$ cat config.mk
export PLATFORM = sky130hd
export DESIGN_NAME = calc2_req_initiator
export DESIGN_NICKNAME = d
export VERILOG_FILES = /design/src/rtl/calc2_req_initiator.sv
export SDC_FILE = /design/constraint.sdc
export NUM_CORES = 1
export LEC_CHECK = 0
export CORE_MARGIN = 8
export CORE_UTILIZATION = 55
export CTS_BUF_LIST = sky130_fd_sc_hd__clkbuf_4
export CTS_CLUSTER_DIAMETER = 200
export DETAILED_ROUTE_END_ITERATION = 16
export PLACE_DENSITY = 0.85
export SLEW_MARGIN = 15
export SYNTH_ARGS = -nofsm -noshare
export SYNTH_HDL_FRONTEND = slang
export SYNTH_SLANG_ARGS = --single-unit
export TNS_END_PERCENT = 20
$ cat constraint.sdc
create_clock -name c_clk -period 3.3 [get_ports c_clk]
set_input_delay 0.66 -clock c_clk [delete_from_list [all_inputs] [get_ports c_clk]]
set_output_delay 0.66 -clock c_clk [all_outputs]
set_load 0.02 [all_outputs]
$ cat src/rtl/calc2_req_initiator.sv
// Requester side of the calc2 port: issues ops as 2-beat calc2 requests on 4 tags,
// times out unanswered tags and returns completions in arrival order.
module calc2_req_initiator #(
  parameter int unsigned TIMEOUT = 64,
  parameter int unsigned CNT_W   = 8
) (
  input  logic        c_clk,
  input  logic        reset,
  input  logic        op_valid,
  output logic        op_ready,
  input  logic [3:0]  op_cmd,
  input  logic [31:0] op_a,
  input  logic [31:0] op_b,
  output logic [3:0]  req_cmd_out,
  output logic [31:0] req_data_out,
  output logic [1:0]  req_tag_out,
  input  logic [1:0]  resp_in,
  input  logic [31:0] resp_data_in,
  input  logic [1:0]  resp_tag_in,
  output logic        cpl_valid,
  input  logic        cpl_ready,
  output logic [1:0]  cpl_tag,
  output logic [1:0]  cpl_status,
  output logic [31:0] cpl_data,
  output logic [3:0]  cpl_cmd,
  output logic [2:0]  outstanding,
  output logic        err_spurious
);

  localparam int NTAG = 4;
  localparam logic [CNT_W-1:0] TO_MAX  = CNT_W'(TIMEOUT);
  localparam logic [CNT_W-1:0] TO_LAST = CNT_W'(TIMEOUT - 1);

  typedef enum logic [1:0] {TagFree, TagPending, TagDone} tag_state_e;
  typedef enum logic {StIdle, StSendB} issue_state_e;

  tag_state_e       tag_state_q  [NTAG];
  tag_state_e       tag_state_d  [NTAG];
  logic [3:0]       tag_cmd_q    [NTAG];
  logic [1:0]       tag_status_q [NTAG];
  logic [31:0]      tag_data_q   [NTAG];
  logic [CNT_W-1:0] tag_cnt_q    [NTAG];

  issue_state_e issue_q;
  logic         run_q;
  logic [31:0]  b_q;

  logic [1:0] fifo_q [NTAG];
  logic [1:0] wr_ptr_q, rd_ptr_q;
  logic [2:0] fifo_cnt_q;

  logic       any_free, accept;
  logic [1:0] alloc_tag;
  logic       resp_hit, resp_spur;
  logic       to_valid;
  logic [1:0] to_tag;
  logic       push, pop;
  logic [1:0] push_tag, pop_tag;
  logic [2:0] outstanding_d;

  // Lowest-numbered free tag from the start-of-cycle state.
  always_comb begin
    any_free  = 1'b0;
    alloc_tag = '0;
    for (int i = NTAG - 1; i >= 0; i--) begin
      if (tag_state_q[i] == TagFree) begin
        any_free  = 1'b1;
        alloc_tag = 2'(i);
      end
    end
  end

  assign op_ready = run_q && (issue_q == StIdle) && any_free;
  assign accept   = op_valid && op_ready;

  assign resp_hit  = (resp_in != 2'd0) && (tag_state_q[resp_tag_in] == TagPending);
  assign resp_spur = (resp_in != 2'd0) && (tag_state_q[resp_tag_in] != TagPending);

  // A tag expires on the edge where its count reaches TIMEOUT; a saturated count keeps
  // it expiring until a push slot is free.
  always_comb begin
    to_valid = 1'b0;
    to_tag   = '0;
    for (int i = NTAG - 1; i >= 0; i--) begin
      if (tag_state_q[i] == TagPending && tag_cnt_q[i] >= TO_LAST) begin
        to_valid = 1'b1;
        to_tag   = 2'(i);
      end
    end
  end

  assign push     = resp_hit || to_valid;
  assign push_tag = resp_hit ? resp_tag_in : to_tag;
  assign pop      = cpl_valid && cpl_ready;
  assign pop_tag  = fifo_q[rd_ptr_q];

  // Accepted, pushed and popped tags are always distinct (FREE, PENDING, DONE).
  always_comb begin
    outstanding_d = '0;
    for (int i = 0; i < NTAG; i++) begin
      tag_state_d[i] = tag_state_q[i];
      if (accept && alloc_tag == 2'(i)) tag_state_d[i] = TagPending;
      if (push && push_tag == 2'(i))    tag_state_d[i] = TagDone;
      if (pop && pop_tag == 2'(i))      tag_state_d[i] = TagFree;
      if (tag_state_d[i] != TagFree)    outstanding_d = outstanding_d + 3'd1;
    end
  end

  always_ff @(posedge c_clk or negedge reset) begin
    if (!reset) begin
      for (int i = 0; i < NTAG; i++) begin
        tag_state_q[i]  <= TagFree;
        tag_cmd_q[i]    <= '0;
        tag_status_q[i] <= '0;
        tag_data_q[i]   <= '0;
        tag_cnt_q[i]    <= '0;
      end
    end else begin
      for (int i = 0; i < NTAG; i++) begin
        tag_state_q[i] <= tag_state_d[i];
        if (accept && alloc_tag == 2'(i)) begin
          tag_cmd_q[i] <= op_cmd;
          tag_cnt_q[i] <= '0;
        end else if (tag_state_q[i] == TagPending && tag_cnt_q[i] < TO_MAX) begin
          tag_cnt_q[i] <= tag_cnt_q[i] + CNT_W'(1);
        end
        if (push && push_tag == 2'(i)) begin
          tag_status_q[i] <= resp_hit ? resp_in : 2'd3;
          tag_data_q[i]   <= resp_hit ? resp_data_in : 32'd0;
        end
        if (pop && pop_tag == 2'(i)) begin
          tag_cmd_q[i]    <= '0;
          tag_status_q[i] <= '0;
          tag_data_q[i]   <= '0;
          tag_cnt_q[i]    <= '0;
        end
      end
    end
  end

  // Issue FSM: beat 1 carries cmd/op_a/tag, beat 2 carries op_b only.
  always_ff @(posedge c_clk or negedge reset) begin
    if (!reset) begin
      issue_q      <= StIdle;
      run_q        <= 1'b0;
      b_q          <= '0;
      req_cmd_out  <= '0;
      req_data_out <= '0;
      req_tag_out  <= '0;
    end else begin
      run_q <= 1'b1;
      unique case (issue_q)
        StIdle: begin
          if (accept) begin
            req_cmd_out  <= op_cmd;
            req_data_out <= op_a;
            req_tag_out  <= alloc_tag;
            b_q          <= op_b;
            issue_q      <= StSendB;
          end else begin
            req_cmd_out  <= '0;
            req_data_out <= '0;
            req_tag_out  <= '0;
          end
        end
        StSendB: begin
          req_cmd_out  <= '0;
          req_data_out <= b_q;
          req_tag_out  <= '0;
          issue_q      <= StIdle;
        end
        default: issue_q <= StIdle;
      endcase
    end
  end

  // Completion FIFO holds tags only; it cannot overflow since a tag frees on pop.
  always_ff @(posedge c_clk or negedge reset) begin
    if (!reset) begin
      for (int i = 0; i < NTAG; i++) fifo_q[i] <= '0;
      wr_ptr_q     <= '0;
      rd_ptr_q     <= '0;
      fifo_cnt_q   <= '0;
      outstanding  <= '0;
      err_spurious <= 1'b0;
    end else begin
      if (push) begin
        fifo_q[wr_ptr_q] <= push_tag;
        wr_ptr_q         <= wr_ptr_q + 2'd1;
      end
      if (pop) rd_ptr_q <= rd_ptr_q + 2'd1;
      fifo_cnt_q   <= fifo_cnt_q + 3'(push) - 3'(pop);
      outstanding  <= outstanding_d;
      err_spurious <= resp_spur;
    end
  end

  assign cpl_valid  = (fifo_cnt_q != 3'd0);
  assign cpl_tag    = cpl_valid ? pop_tag : 2'd0;
  assign cpl_status = cpl_valid ? tag_status_q[pop_tag] : 2'd0;
  assign cpl_data   = cpl_valid ? tag_data_q[pop_tag] : 32'd0;
  assign cpl_cmd    = cpl_valid ? tag_cmd_q[pop_tag] : 4'd0;

endmodule
==> reports/qor.yml, run 1 <==
grt:
  grt_use_total_pct: 25.9
  grt_pass1_wl_mm: 59.9
  grt_overflow: 0
  grt_max_degree: 84
  antenna_found_initial: 1
  first_global_vias: 11600
cells_and_area:
  instances_no_fill: 1759
  final_nets: 1516
  syn2layout_area_growth_pct: 27.2
  layout-drive-gt1-share_pct: 22.3
  final_util_pct: 70.4
  fin_area_um2: 16900
place:
  dp.final_hpwl_mm: 23.3
  place_area_um2: 15700
  dpl_worst_slack_ps: -88.7
  port_buffers: 191
  placedCellCount: 1635
  gp_congestion: 0.826
synthesis:
  synth_cell_types: 49
  async_flop_share_pct: 100
  postSynthCellCount: 1165
  synth_seq_area_share_pct: 53.4
  avgSynthCellArea_um2: 11.4
  ys_warn_count: 0
  synth_enable_flop_cells: 0
  syn-num-nets: 1287
  ys.flop_type: "dfrtp_1"
  yosys_register_bits: 283
  syn-cell-area_um2: 13300
pwr:
  ir_drop_mv: 0.536
  powerDensity_nw_per_um2: 829
  p_leak_nw: 7.85
drt:
  ant_nets: 0
  drc: 0
  drt_first_pass_iters: 7
  via_per_inst: 6.06
  wire_per_inst_um: 21.4
  num_vias: 10700
  drt_iter0_drc: 1155
  wirelength_mm: 37.6
floorplan:
  die_x_um: 171
  die_h_um: 171
  row_count: 57
  start_util_pct: 55.3
  core-area_um2: 24000
  die_area_um2: 29300
  ios: 192
cts:
  cts_max_path_buffers: 3
  clk_pin_slew_worst_paths_ps: 60
  h-tree-depth: 3
  numCtsBuffers: 74
  clock_sinks: 283
  cts_tree: "done"
  clk_latency_ps: 720
  clockRootBuffer: "clkbuf_4"
status:
  status: "finished, violations left"
  violations: "setup timing"
critical_path:
  worstPathMaxFanout: 8
  cp_data_arrival_time_ps: 2670
  worstSetupStartpointType: "flop"
  worstPathRequired_ps: 2640
  cp-end-kind: "primary output"
  critical_path_class: "reg2out"
  ff2ff_setup_slack_ps: 210
sta:
  slew_viol_final: 0
  post-route-min-period_ps: 3330
  finalCritPeriodShare_pct: 101
  hold_viol_final: 0
  finalSetupViolCount: 21
  grt_setup_unrepaired: "yes"
  finalWorstSetupSlack_ps: -32.7
  relSlewSlack_pct: 54.9
  max_freq_mhz: 300
  worst_slew_pin_slew_ps: 672
  skew_ps: 51.7
job:
  cap_violations: 0
worst_hold_path:
  min_path_type: "reg2reg"
-- per-layer routing --
layer	vias up	GRT usage, %	wire (um)
met2	591	42.6	18400
li1	4626	-	-
met4	0	12.4	1280
met3	113	8.74	3870
met1	5327	30.2	14000
met5	-	0	0
-- placed cells by master (no fill, tap or decap), types with 12 or more instances in the layout --
cell type,synthesis,final
o21ai_1,50,48
nand3_1,69,69
nand2_1,23,23
o21ai_0,25,25
buf_12,0,17
buf_6,4,23
nor2_1,143,142
dfrtp_1,283,282
xor2_1,12,12
mux2_2,41,41
and3_1,35,35
mux4_2,42,42
xnor2_1,15,15
ha_1,13,13
and2_4,0,22
inv_1,14,14
mux2i_1,85,85
and2_1,45,23
clkbuf_4,0,104
buf_4,1,37
a21oi_1,73,73
a22o_1,36,35
clkdlybuf4s50_1,0,150
-- power by group --
part | total, W | switching, W | internal (W)
registers | 0.00509 | 0.000632 | 0.00446
clock network | 0.00317 | 0.00142 | 0.00175
logic | 0.00573 | 0.00316 | 0.00257
total | 0.0140 | 0.00521 | 0.00878
-- repair_timing --
item	in CTS	in global routing
hold endpoints to repair	74	0
resized for setup	195	43
endpoints found under the setup margin	40	40
buffers inserted	3	0
hold buffers	1	0
cloned	3	0
-- per-stage QoR --
step                      hold slack, ps  TNS [ps]  power, W
after floorplan                      364         0   0.00839
after global placement               468         0    0.0102
after detailed placement             485     -88.7    0.0105
after CTS                            495     -1500    0.0139
after global routing                 509     -3410    0.0147
final                                494      -304    0.0140
-- cells by family after synthesis --
| group | after synthesis | synth area share [%] |
|---|---|---|
| AND/OR/NAND/NOR | 360 | 13.4 |
| other | 1 | 0.0283 |
| flip-flops | 283 | 53.4 |
| AO/OA/AOI/OAI | 210 | 9.47 |
| multiplexers | 168 | 17.0 |
| XOR/XNOR | 27 | 1.78 |
| adder cells (fa/ha/maj) | 14 | 1.38 |
| buffers and inverters | 102 | 3.55 |
-- sequential cells by signal (all words and copies together) (netlist names), 4 cells and up --
name          cells
tag_cmd_q        16
fifo_q            8
req_cmd_out       4
req_data_out     32
tag_state_q       8
b_q              32
tag_data_q      128
tag_status_q      8
tag_cnt_q        32
-- synthesized netlist by cell type (4+ instances only) --
cell / n / area share [%]
a211oi_1: 7 / 0.40
nand2_1: 23 / 0.65
inv_1: 14 / 0.40
buf_2: 25 / 0.94
o21ai_0: 25 / 0.94
and3b_1: 5 / 0.33
or2_2: 5 / 0.24
xnor2_1: 15 / 0.99
and3_1: 35 / 1.7
a21oi_1: 73 / 2.8
mux2_2: 41 / 3.5
clkbuf_1: 52 / 1.5
nor2_1: 143 / 4.0
ha_1: 13 / 1.2
a22o_1: 36 / 2.4
xor2_1: 12 / 0.79
o21ai_1: 50 / 1.9
nand2b_1: 5 / 0.24
and2_1: 45 / 2.1
buf_1: 4 / 0.11
a31oi_1: 4 / 0.19
and4_1: 4 / 0.26
mux2i_1: 85 / 6.4
or3_1: 4 / 0.19
buf_6: 4 / 0.34
nand3_1: 69 / 2.6
mux4_2: 42 / 7.1
dfrtp_1: 283 / 53
nand4_1: 9 / 0.42
nor2b_1: 4 / 0.19
-- critical path, cell delays in order, from the launching register on --
cell	delay [ps]
dfrtp_1	380
mux4_2	500
buf_12	170
buf_12	150
mux4_2	410
and2_1	200
buf_4	160
-- worst paths after layout --
kind / from / endpoint / cells after the start
setup / recovery: fifo_q[0] / cpl_data[22] / 6
hold / removal: tag_cnt_q[6] / tag_cnt_q[6] / 2
setup reg to reg: fifo_q[0] / outstanding[2] / 12
hold reg to reg: tag_cnt_q[6] / tag_cnt_q[6] / 2
max in group asynchronous: reset / b_q[11] / 3
min in group asynchronous: reset / tag_cnt_q[19] / 2
-- layout make-up --
class / count / area, um2
inverter: 14 / 52.6
clock buffer: 104 / 781
tap: 324 / 405
timing repair buffer: 241 / 2540
multi-input combinational: 780 / 5840
fill: 1621 / 7090
antenna: 1 / 2.50
sequential: 283 / 7080
clock inverter: 12 / 161
No activity file was read; power rests on OpenSTA's default activity.
==> inputs of run 2 (changes only) <==
--- a/config.mk
+++ b/config.mk
@@ -11,7 +11,7 @@
 export CTS_CLUSTER_DIAMETER = 200
 export DETAILED_ROUTE_END_ITERATION = 16
 export PLACE_DENSITY = 0.85
-export SLEW_MARGIN = 15
+export SLEW_MARGIN = 10
 export SYNTH_ARGS = -nofsm -noshare
 export SYNTH_HDL_FRONTEND = slang
 export SYNTH_SLANG_ARGS = --single-unit
==> results of run 2 <==
The final DEF is identical to that of run 1; final timing and power are the same.
==> inputs of run 3 (changes only) <==
--- a/config.mk
+++ b/config.mk
@@ -5,7 +5,6 @@
 export SDC_FILE = /design/constraint.sdc
 export NUM_CORES = 1
 export LEC_CHECK = 0
-export CORE_MARGIN = 8
 export CORE_UTILIZATION = 55
 export CTS_BUF_LIST = sky130_fd_sc_hd__clkbuf_4
 export CTS_CLUSTER_DIAMETER = 200
==> run 3 against run 2 <==
The run still ends with setup timing left. Clock skew fell by 3.0 ps. Register-to-register slack improved by 70 ps. Combinational power fell by 4.5%. Cell area fell by 1.5%. Critical path depth fell by 1. Via count fell by 2.1%. Worst hold slack got worse by 3.7 ps. Largest cell class unchanged.
==> reports/qor.yml, run 3 (synthesized netlist as in run 1, its figures left out) <==
cells_and_area:
  layout-drive-gt1-share_pct: 21.6  # -0.73 points
  nFillCells: 1611  # -0.62%
  final_common_cell: "dfrtp_1"
  top_register: "tag_data_q"
  regArea_um2: 7080  # unchanged
  fin_area_um2: 16600  # -1.5%
  largest_reg_flops: 128  # unchanged
  final_nets: 1511  # -0.33%
  syn2layout_area_growth_pct: 25.4
  layout.cells.most_common_list: "dfrtp_1 (282), clkdlybuf4s50_1 (149), nor2_1 (142), clkbuf_4 (110), mux2i_1 (85)"
  multi_input_area_um2: 5810  # -0.54%
critical_path:
  r2r_cells: 12  # unchanged
  ff2ff_setup_slack_ps: 280  # +70 ps
  cp_data_arrival_time_ps: 2650  # -20 ps
  cp_common_cell: "mux4_2"
  slowest_stage: "mux4_2"
  max_stage_delay_ps: 590  # +90 ps
  worstPathRequired_ps: 2640  # about the same
  path_cells: "mux4_2 -> buf_12 -> mux4_2 -> and2_1 -> buf_2"
  crit_path_start: "rd_ptr_q[0]"
  r2r_start: "rd_ptr_q[0]"
  worstSetupStartpointType: "flop"
  cp-end-kind: "primary output"
  worstPathMaxFanout: 20  # +12
  critical_path_class: "reg2out"
pwr:
  pwr-share-comb_pct: 40.4  # -0.5 points
  p_leak_nw: 7.77  # -1.0%
  internal-power_w: 0.00845  # -3.8%
  powerDensity_nw_per_um2: 815  # -1.8%
  p_total_w: 0.0135  # -3.2%
  swShare_pct: 37.6  # +0.37 points
  ir_drop_mv: 0.507  # -5.4%
  seq_power_share_pct: 37.3  # +0.9 points
  power.switching_w: 0.00509  # -2.2%
  p_clk_share_pct: 22.3  # -0.4 points
job:
  cap_violations: 0  # unchanged
place:
  port_buffers: 191  # unchanged
  place_area_um2: 15700  # about the same
  gp_congestion: 0.826  # about the same
  dp.final_hpwl_mm: 22.1  # -5.3%
drt:
  drc: 0  # unchanged
  ant_nets: 0  # unchanged
  num_vias: 10400  # -2.1%
  wire_per_inst_um: 19.9  # -7.2%
  drt_first_pass_iters: 6  # -1
  via_per_inst: 5.94  # -2.0%
  wirelength_mm: 34.9  # -7.3%
  drt_iter0_drc: 792  # -31%
sta:
  worst_hold_slack_ps: 490  # -3.67 ps
  relSlewSlack_pct: 55.3  # +0.37 points
  hold_viol_final: 0  # unchanged
  worst_slew_pin_slew_ps: 671  # -0.999 ps
  finalWorstSetupSlack_ps: -13.2  # +19.5 ps
  skew_ps: 48.6  # -3.03 ps
  finalSetupViolCount: 8  # -62%
  post-route-min-period_ps: 3310  # -19.5 ps
  slew_viol_final: 0  # unchanged
  max_freq_mhz: 302  # +0.59%
  finalCritPeriodShare_pct: 100  # -0.59 points
  grt_setup_unrepaired: "yes"
floorplan:
  row_count: 56  # -1.8%
  die_x_um: 157  # -8.2%
  start_util_pct: 56.3  # +0.99 points
  ios: 192  # unchanged
  die_area_um2: 24700  # -16%
  die_h_um: 157  # -8.2%
  core-area_um2: 23500  # -1.8%
worst_hold_path:
  hold_depth: 2  # unchanged
  min_path_type: "reg2reg"
  holdCritStartpoint: "tag_cnt_q[7]"
grt:
  antenna_found_initial: 1  # unchanged
  grt_pass1_wl_mm: 56.0  # -6.5%
  first_global_vias: 11100  # -4.5%
  grt_overflow: 0  # unchanged
  grt_use_total_pct: 29.3  # +3.4 points
  grt_max_degree: 84  # unchanged
cts:
  clk_latency_ps: 690  # -30 ps
  clockRootBuffer: "clkbuf_4"
  cts_max_path_buffers: 3  # unchanged
  clk_pin_slew_worst_paths_ps: 60  # about the same
  clock_sinks: 283  # unchanged
  cts_tree: "done"
  numCtsBuffers: 74  # unchanged
  h-tree-depth: 3  # unchanged
status:
  status: "finished, violations left"
  violations: "setup timing"
## run 3: per-stage QoR
step | cells | utilization, % | setup WS, ps | TNS [ps]
floorplan | 1165 | - | 245 | 0
global placement | 1630 | 66.9 | -72.9 | -72.9
detailed placement | 1630 | 66.9 | -210 | -226
CTS | 1758 | 70.3 | -88.2 | -1910
global route | 1756 | 70.6 | -62.0 | -1760
finish | 1756 | 70.6 | -13.2 | -32.3
## run 3: worst paths after layout
path,to
max,cpl_data[25]
min reg2reg,tag_cnt_q[7]
max reg2reg,outstanding[2]
max in group asynchronous,tag_data_q[57]
min,tag_cnt_q[7]
min in group asynchronous,tag_cnt_q[24]
## run 3: timing repair
item	4_1_cts	5_1_grt
gates resized for setup	164	47
hold buffers	1	0
setup endpoints to repair	40	39
hold endpoints to repair	43	0
setup buffers	4	0
## run 3: cell type report
| type | count | share of cell area (%) |
|---|---|---|
| Multi-Input combinational cell | 780 | 35.0 |
| Sequential cell | 283 | 42.6 |
| Inverter | 14 | 0.316 |
| Clock buffer | 110 | 4.97 |
| Clock inverter | 13 | 0.557 |
| Timing Repair Buffer | 236 | 14.2 |
| Tap cell | 319 | 2.40 |
| Antenna cell | 1 | 0.0151 |
## run 3: worst max-delay path, delay by kind of cell, from the launching register on
kind                   cells  cell delay, ps
multiplexers               2            1020
buffers and inverters      2             370
flip-flops                 1             380
AND/OR/NAND/NOR            1             190
## run 3: power by group through the flow
stage               combinational, W  clock (W)  sequential, W
floorplan                    0.00334          0        0.00505
global placement             0.00518          0        0.00502
detailed placement           0.00537          0        0.00509
CTS                          0.00537    0.00309        0.00504
global route                 0.00586    0.00327        0.00515
finish                       0.00547    0.00302        0.00506
## run 3: metal layers
| layer | part of all wire (%) | routed length, um | GRT usage [%] | up-vias |
|---|---|---|---|---|
| li1 | - | - | - | 4628 |
| met2 | 50 | 17600 | 49.2 | 532 |
| met3 | 9.3 | 3240 | 8.89 | 77 |
| met1 | 38 | 13300 | 35.7 | 5193 |
| met4 | 2.2 | 777 | 10.8 | 0 |
| met5 | 0 | 0 | 0 | - |
